## config.mk

```make
export PLATFORM = sky130hd
export DESIGN_NAME = eth_phy_prbs_test_ctrl
export DESIGN_NICKNAME = d
export VERILOG_FILES = /design/src/rtl/eth_phy_prbs_test_ctrl.sv
export SDC_FILE = /design/constraint.sdc
export NUM_CORES = 1
export LEC_CHECK = 0
export ABC_AREA = 1
export BUFFER_PORTS_ARGS = -buffer_cell sky130_fd_sc_hd__buf_2
export CAP_MARGIN = 10
export CORE_MARGIN = 1
export CORE_UTILIZATION = 44
export CTS_BUF_LIST = sky130_fd_sc_hd__clkbuf_2
export CTS_CLUSTER_DIAMETER = 100
export DETAILED_ROUTE_END_ITERATION = 8
export SLEW_MARGIN = 20
export SYNTH_ARGS = -nofsm -noshare
export SYNTH_HDL_FRONTEND = slang
export SYNTH_SLANG_ARGS = --single-unit
```

## constraint.sdc

```tcl
create_clock -name rx_clk -period 5.75 [get_ports rx_clk]
set_clock_uncertainty 0.1 [all_clocks]
set_input_delay 0.2875 -clock rx_clk [delete_from_list [all_inputs] [get_ports rx_clk]]
set_output_delay 0.2875 -clock rx_clk [all_outputs]
set_load 0.1 [all_outputs]
```

## src/rtl/eth_phy_prbs_test_ctrl.sv

```systemverilog
`default_nettype none
// ============================================================================
// eth_phy_prbs_test_ctrl : eth_phy_10g bring-up and PRBS31 BER test sequencer.
// Optional macro PRBS_CTRL_EARLY_STOP_EN ends MEASURE once errors pass ERR_LIMIT.
// Revision : 1.0
// ============================================================================
module eth_phy_prbs_test_ctrl #(
    parameter int RST_CYCLES    = 16,
    parameter int LOCK_TIMEOUT  = 4096,
    parameter int SETTLE_CYCLES = 64,
    parameter int WINDOW_BLOCKS = 65536,
    parameter int ERR_LIMIT     = 0,
    parameter int COUNT_WIDTH   = 32
) (
    input  logic                   rx_clk,
    input  logic                   rx_rst,
    input  logic                   start,
    input  logic                   abort,
    input  logic                   rx_block_lock,
    input  logic                   rx_high_ber,
    input  logic [6:0]             rx_error_count,
    output logic                   phy_tx_rst,
    output logic                   phy_rx_rst,
    output logic                   cfg_tx_prbs31_enable,
    output logic                   cfg_rx_prbs31_enable,
    output logic                   busy,
    output logic                   done,
    output logic                   pass,
    output logic [2:0]             fail_code,
    output logic [COUNT_WIDTH-1:0] err_total,
    output logic [15:0]            lock_cycles
);

    localparam int                     SUM_W       = COUNT_WIDTH + 1;
    localparam logic [COUNT_WIDTH-1:0] C_ERR_LIMIT = COUNT_WIDTH'(ERR_LIMIT);
    localparam logic [2:0] C_FC_NONE    = 3'd0;
    localparam logic [2:0] C_FC_LOCK_TO = 3'd1;
    localparam logic [2:0] C_FC_LOST    = 3'd2;
    localparam logic [2:0] C_FC_ERRLIM  = 3'd3;
    localparam logic [2:0] C_FC_ABORT   = 3'd4;
    localparam logic [2:0] C_FC_HIGHBER = 3'd5;

    typedef enum logic [2:0] {
        S_IDLE      = 3'd0,
        S_RESET     = 3'd1,
        S_WAIT_LOCK = 3'd2,
        S_SETTLE    = 3'd3,
        S_MEASURE   = 3'd4,
        S_DONE      = 3'd5
    } state_t;

    state_t                 state_q, state_d;
    logic [31:0]            cnt_q, cnt_d;
    logic [COUNT_WIDTH-1:0] err_total_q, err_total_d;
    logic [15:0]            lock_cycles_q, lock_cycles_d;
    logic [2:0]             fail_code_q, fail_code_d;
    logic                   pass_q, pass_d;
    logic                   phy_rst_q, phy_rst_d;
    logic                   prbs_q, prbs_d;
    logic                   busy_q, busy_d;
    logic                   done_q, done_d;
    logic [SUM_W-1:0]       sum_full;
    logic [COUNT_WIDTH-1:0] err_next;

    // One extra carry bit lets the accumulator clamp instead of wrapping.
    always_comb begin
        sum_full = {1'b0, err_total_q} + SUM_W'(rx_error_count);
        err_next = sum_full[COUNT_WIDTH] ? '1 : sum_full[COUNT_WIDTH-1:0];
    end

    always_comb begin
        state_d       = state_q;
        cnt_d         = cnt_q;
        err_total_d   = err_total_q;
        lock_cycles_d = lock_cycles_q;
        fail_code_d   = fail_code_q;
        pass_d        = pass_q;
        case (state_q)
            S_IDLE, S_DONE: begin
                if (start) begin
                    state_d       = S_RESET;
                    cnt_d         = 32'(RST_CYCLES - 1);
                    err_total_d   = '0;
                    lock_cycles_d = '0;
                    fail_code_d   = C_FC_NONE;
                    pass_d        = 1'b0;
                end
            end
            S_RESET: begin
                if (cnt_q == 32'd0) begin
                    state_d = S_WAIT_LOCK;
                    cnt_d   = 32'd0;
                end else begin
                    cnt_d = cnt_q - 32'd1;
                end
            end
            S_WAIT_LOCK: begin
                if (lock_cycles_q != 16'hFFFF) begin
                    lock_cycles_d = lock_cycles_q + 16'd1;
                end
                if (rx_block_lock) begin
                    state_d = S_SETTLE;
                    cnt_d   = 32'(SETTLE_CYCLES - 1);
                end else if (cnt_q == 32'(LOCK_TIMEOUT - 1)) begin
                    state_d     = S_DONE;
                    fail_code_d = C_FC_LOCK_TO;
                end else begin
                    cnt_d = cnt_q + 32'd1;
                end
            end
            S_SETTLE: begin
                if (!rx_block_lock) begin
                    state_d     = S_DONE;
                    fail_code_d = C_FC_LOST;
                end else if (cnt_q == 32'd0) begin
                    state_d = S_MEASURE;
                    cnt_d   = 32'(WINDOW_BLOCKS - 1);
                end else begin
                    cnt_d = cnt_q - 32'd1;
                end
            end
            S_MEASURE: begin
                err_total_d = err_next;
                if (!rx_block_lock) begin
                    state_d     = S_DONE;
                    fail_code_d = C_FC_LOST;
                end else if (rx_high_ber) begin
                    state_d     = S_DONE;
                    fail_code_d = C_FC_HIGHBER;
                end else if (cnt_q == 32'd0) begin
                    state_d = S_DONE;
                    if (err_next <= C_ERR_LIMIT) begin
                        pass_d = 1'b1;
                    end else begin
                        fail_code_d = C_FC_ERRLIM;
                    end
`ifdef PRBS_CTRL_EARLY_STOP_EN
                end else if (err_next > C_ERR_LIMIT) begin
                    state_d     = S_DONE;
                    fail_code_d = C_FC_ERRLIM;
`endif
                end else begin
                    cnt_d = cnt_q - 32'd1;
                end
            end
            default: begin
                state_d = S_IDLE;
            end
        endcase

        // Abort overrides every decision made above while a test is running.
        if (abort && (state_q inside {S_RESET, S_WAIT_LOCK, S_SETTLE, S_MEASURE})) begin
            state_d     = S_DONE;
            cnt_d       = cnt_q;
            err_total_d = err_total_q;
            fail_code_d = C_FC_ABORT;
            pass_d      = 1'b0;
        end

        phy_rst_d = (state_d == S_IDLE) || (state_d == S_RESET);
        prbs_d    = (state_d == S_SETTLE) || (state_d == S_MEASURE);
        busy_d    = state_d inside {S_RESET, S_WAIT_LOCK, S_SETTLE, S_MEASURE};
        done_d    = (state_d == S_DONE);
    end

    always_ff @(posedge rx_clk) begin
        if (rx_rst) begin
            state_q       <= S_IDLE;
            cnt_q         <= '0;
            err_total_q   <= '0;
            lock_cycles_q <= '0;
            fail_code_q   <= C_FC_NONE;
            pass_q        <= 1'b0;
            phy_rst_q     <= 1'b1;
            prbs_q        <= 1'b0;
            busy_q        <= 1'b0;
            done_q        <= 1'b0;
        end else begin
            state_q       <= state_d;
            cnt_q         <= cnt_d;
            err_total_q   <= err_total_d;
            lock_cycles_q <= lock_cycles_d;
            fail_code_q   <= fail_code_d;
            pass_q        <= pass_d;
            phy_rst_q     <= phy_rst_d;
            prbs_q        <= prbs_d;
            busy_q        <= busy_d;
            done_q        <= done_d;
        end
    end

    assign phy_tx_rst           = phy_rst_q;
    assign phy_rx_rst           = phy_rst_q;
    assign cfg_tx_prbs31_enable = prbs_q;
    assign cfg_rx_prbs31_enable = prbs_q;
    assign busy                 = busy_q;
    assign done                 = done_q;
    assign pass                 = pass_q;
    assign fail_code            = fail_code_q;
    assign err_total            = err_total_q;
    assign lock_cycles          = lock_cycles_q;

endmodule
`default_nettype wire

```

==> impl_summary.log <==
[metrics] run status: completed
[metrics] Hold Vio Cnt, Final: 0
[metrics] global placement routability congestion: 0.8752
[metrics] area of placed instances: 7672 sq um
[metrics] proportion of power drawn by the clock network: 11.5%
[metrics] RSZ-0062 raised after global routing: no
[metrics] most common library cell in the layout ignoring fill and taps: sky130_fd_sc_hd__nand2_1
[metrics] post-detailed-placement half-perimeter wirelength: 15.52 mm
[metrics] startpoint type of the worst setup path: flip-flop
[metrics] number of instances in the synthesized netlist: 1204
[metrics] combinational share of power: 63.4%
[metrics] drt via density: 5.289
[metrics] CTS tree: done
[metrics] number of buffers on the longest clock path: 2
[metrics] Cell Int Power: 1.397 mW
[metrics] horizontal die dimension: 130.7 um
[metrics] areal power density over the cells: 422.4 nW/um^2
[metrics] Most Frequent Cell on Critical Path: sky130_fd_sc_hd__nand2_1
[metrics] relative max-transition margin: 29.57%
[metrics] post-route setup slack: 2210 ps
[metrics] 1st-pass router iterations: 6
[metrics] transition time at the pin with the least slew margin: 1055 ps
[metrics] clock latency on the worst-skew pair: 650 ps
[metrics] first-pass GRT wire length: 34.25 mm
[metrics] Cells after DPL: 1449
[metrics] switching part of the total power: 57.87%
[metrics] final number of max-transition violations: 0
[metrics] detailed-route DRC error count: 0
[metrics] final setup fails: 0
[metrics] Crit path max-delay family: simple AND/OR/NAND/NOR gates
[metrics] Setup crit end kind: flip-flop
[metrics] final wirelength: 20.94 mm
[metrics] hold-critical path depth: 6
[metrics] Max H-tree Level: 3
[metrics] Antenna Cells: 0
[metrics] leading cell types in the layout, fill and taps excluded: 339 x sky130_fd_sc_hd__nand2_1, 138 x sky130_fd_sc_hd__inv_1, 124 x sky130_fd_sc_hd__nor2_1
[metrics] Seq/Total Area, Yosys: 25.00%
[metrics] number of port buffers: 70
[metrics] Chip Height: 130.7 um
[metrics] number of max-cap violations: 0
[metrics] vias in the first global route: 6810
[metrics] cells traversed along the worst timing path: ha_1 -> inv_1 -> fa_1 -> inv_1 -> nand3_1 -> nand2_1 -> nand2_1 -> nand2_2 -> nand3_1 -> nand2_1 -> inv_1 -> nand2_1 -> nor2_1 -> nand3_1 -> nor2_1 -> nand3_2 -> nand2_2 -> nand2_1 -> nand3_1 -> nand2_1 -> inv_1
[metrics] nets: 1274
[metrics] number of DRC markers in iteration 0: 655
[metrics] Min-Delay Path Class: in -> reg
[metrics] worst ir drop on vdd: 210.1 uV
[metrics] cell area after synthesis: 7286 sq um
[metrics] pre-CTS WS: 2248 ps
[metrics] async set-reset flop share out of synthesis: 0%
[metrics] post-synthesis area per instance: 6.051 sq um
[metrics] Cell variety after synth: 55
[metrics] overall power after layout: 3.316 mW
[metrics] clock transition at the register clock pins on the worst setup and hold paths after CTS: 280 ps
[metrics] leakage power: 3.381 nW
[metrics] sum of negative setup slack: 0 ps
[metrics] count of placed standard cells in the final layout, fillers left out: 1470
[metrics] via count: 7775
[metrics] number of gates resized after cts: 0
[metrics] delay of the slowest cell on the worst path: 720 ps
[metrics] clock period minus final worst setup slack: 3540 ps
[metrics] grt ovf: 0
[metrics] worst-case reg-to-reg path depth: 21
[metrics] arrival time of the worst setup path: 4030 ps
[metrics] WP depth: 21
[metrics] pin count of the biggest net entering global routing: 65
[metrics] area of the die: 17080 sq um
[metrics] highest fanout seen on the critical path: 22
[metrics] Post-CTS Setup Inserts: 0
[metrics] final-layout fill cell count: 1737
[metrics] switching power summed over all nets: 1.919 mW
[metrics] critical path required time: 6240 ps
[metrics] number of enable flip-flop cells after synthesis: 0
[metrics] I/O pin total: 71
[metrics] average wire per standard cell: 14.25 um
[metrics] GRT Resource Usage Total: 25.40%
[metrics] Post-Syn Nets: 1229
[metrics] Core Area: 16000 sq um
[metrics] Synth warnings: 0
[metrics] number of routed nets with antenna violations: 0
[metrics] # clock sinks: 91
[metrics] cell at the slowest stage of the critical path: sky130_fd_sc_hd__nand3_1
[metrics] initial cell density of the core: 45.53%
[metrics] final critical-path share of the clock period: 61.56%
[metrics] Area Growth Syn to Fin: 7.745%
[metrics] row count: 46
[metrics] Flop pwr share: 25.1%
[metrics] number of synthesized register bits: 91
[metrics] initial antenna violation count: 0
[metrics] fraction of layout instances using a drive strength above 1: 13.64%
[metrics] buffer cell driving the clock tree root: sky130_fd_sc_hd__clkbuf_2
[metrics] type of the worst setup path: reg -> reg
[metrics] total non-filler cell area in the finished layout: 7850 sq um
[metrics] Primary FF master, synth: sky130_fd_sc_hd__dfxtp_1
[metrics] cts bufs inserted: 9
[metrics] Bufs and invs on worst path: 4
[metrics] FMAX: 282.5 MHz
## kinds of logic after synthesis
family,synth area share (%)
AND/OR/NAND/NOR,42.45
XOR/XNOR,3.246
flip-flops,25.00
adder cells (fa/ha/maj),2.164
AO/OA/AOI/OAI,15.63
buffers and inverters,11.51
## layout make-up
cell class	instances	area, sq um	area share [%]
flip-flops and latches	91	1822	23.21
well taps	216	270.3	3.443
clock buffers	9	45.04	0.5738
clock inverters	7	82.58	1.052
repair buffers	77	415.4	5.292
multi-input cells	914	4626	58.93
inverters	156	589.3	7.507
## path summary, 6_finish.rpt
kind | start | endpoint | slack [ps]
min | rx_error_count[1] | err_total[1] | 110
max | err_total[0] | fail_code[2] | 2210
min reg2reg | pass | pass | 380
max reg2reg | err_total[0] | fail_code[2] | 2210
## sequential cells by signal, summed over array words and instances (netlist names)
signal	cells
busy	1
cfg_rx_prbs31_enable	1
cnt_q	32
done	1
err_total	32
fail_code	3
lock_cycles	16
pass	1
phy_rx_rst	1
state_q	3
## per-layer routing
layer / global-route usage [%] / wire length (um) / vias up
met5: 0 / 0 / -
met4: 6.694 / 258 / 0
met3: 3.787 / 1018 / 28
met2: 40.18 / 9409 / 211
met1: 35.87 / 10260 / 3520
li1: - / - / 4016
## power groups by stage
stage	clock network (mW)	registers, mW	logic [mW]
2_1_floorplan	0	0.948	1.64
3_3_place_gp	0	0.844	2.10
3_5_place_dp	0	0.842	2.09
4_1_cts	0.398	0.831	2.10
5_1_grt	0.421	0.848	2.32
6_report	0.381	0.832	2.10
## stage by stage
step / hold WS, ps / utilization [%]
detailed placement: 351.8 / 47.95
global route: 120.1 / 49.06
CTS: 54.72 / 49.06
floorplan: 356.8 / -
global placement: 355.7 / 47.95
finish: 109.6 / 49.06
## timing repair
action / CTS / global route
hold buffers: 5 / 0
setup endpoints to repair: 0 / 0
endpoints found under the hold margin: 9 / 0
## cell usage after synthesis (2+ instances only)
master | number | area, sq um
sky130_fd_sc_hd__a211oi_1 | 6 | 45.04
sky130_fd_sc_hd__a21oi_1 | 84 | 420.4
sky130_fd_sc_hd__a21oi_2 | 13 | 113.9
sky130_fd_sc_hd__a31oi_1 | 4 | 25.02
sky130_fd_sc_hd__buf_2 | 13 | 65.06
sky130_fd_sc_hd__buf_4 | 7 | 52.55
sky130_fd_sc_hd__buf_6 | 3 | 33.78
sky130_fd_sc_hd__buf_8 | 2 | 30.03
sky130_fd_sc_hd__clkbuf_1 | 18 | 67.56
sky130_fd_sc_hd__dfxtp_1 | 91 | 1822
sky130_fd_sc_hd__ha_1 | 11 | 137.6
sky130_fd_sc_hd__inv_1 | 138 | 518.0
sky130_fd_sc_hd__inv_2 | 15 | 56.30
sky130_fd_sc_hd__nand2_1 | 339 | 1272
sky130_fd_sc_hd__nand2_2 | 13 | 81.33
sky130_fd_sc_hd__nand3_1 | 78 | 390.4
sky130_fd_sc_hd__nand3_2 | 5 | 50.05
sky130_fd_sc_hd__nand3_4 | 2 | 35.03
sky130_fd_sc_hd__nand3b_1 | 6 | 45.04
sky130_fd_sc_hd__nand4_1 | 21 | 131.4
sky130_fd_sc_hd__nor2_1 | 124 | 465.5
sky130_fd_sc_hd__nor2_2 | 12 | 75.07
sky130_fd_sc_hd__nor2_4 | 5 | 56.30
sky130_fd_sc_hd__nor3_1 | 36 | 180.2
sky130_fd_sc_hd__nor3_2 | 4 | 40.04
sky130_fd_sc_hd__nor3_4 | 5 | 81.33
sky130_fd_sc_hd__nor3b_1 | 2 | 15.01
sky130_fd_sc_hd__nor4_1 | 12 | 75.07
sky130_fd_sc_hd__o211ai_1 | 5 | 37.54
sky130_fd_sc_hd__o21ai_0 | 65 | 325.3
sky130_fd_sc_hd__o21ai_1 | 9 | 45.04
sky130_fd_sc_hd__o221ai_1 | 5 | 43.79
sky130_fd_sc_hd__o22ai_1 | 2 | 12.51
sky130_fd_sc_hd__o311ai_0 | 2 | 17.52
sky130_fd_sc_hd__or2_2 | 2 | 12.51
sky130_fd_sc_hd__xnor2_1 | 5 | 43.79
sky130_fd_sc_hd__xor2_1 | 22 | 192.7
## tightest hold or removal path: cells and delay by family
kind | cells | cell delay [ps]
AOI/OAI and AO/OA | 1 | 60
adders and majority gates | 1 | 190
buffers and inverters | 2 | 180
and+or+nand+nor | 2 | 120
(Power assumes the default switching activity.)
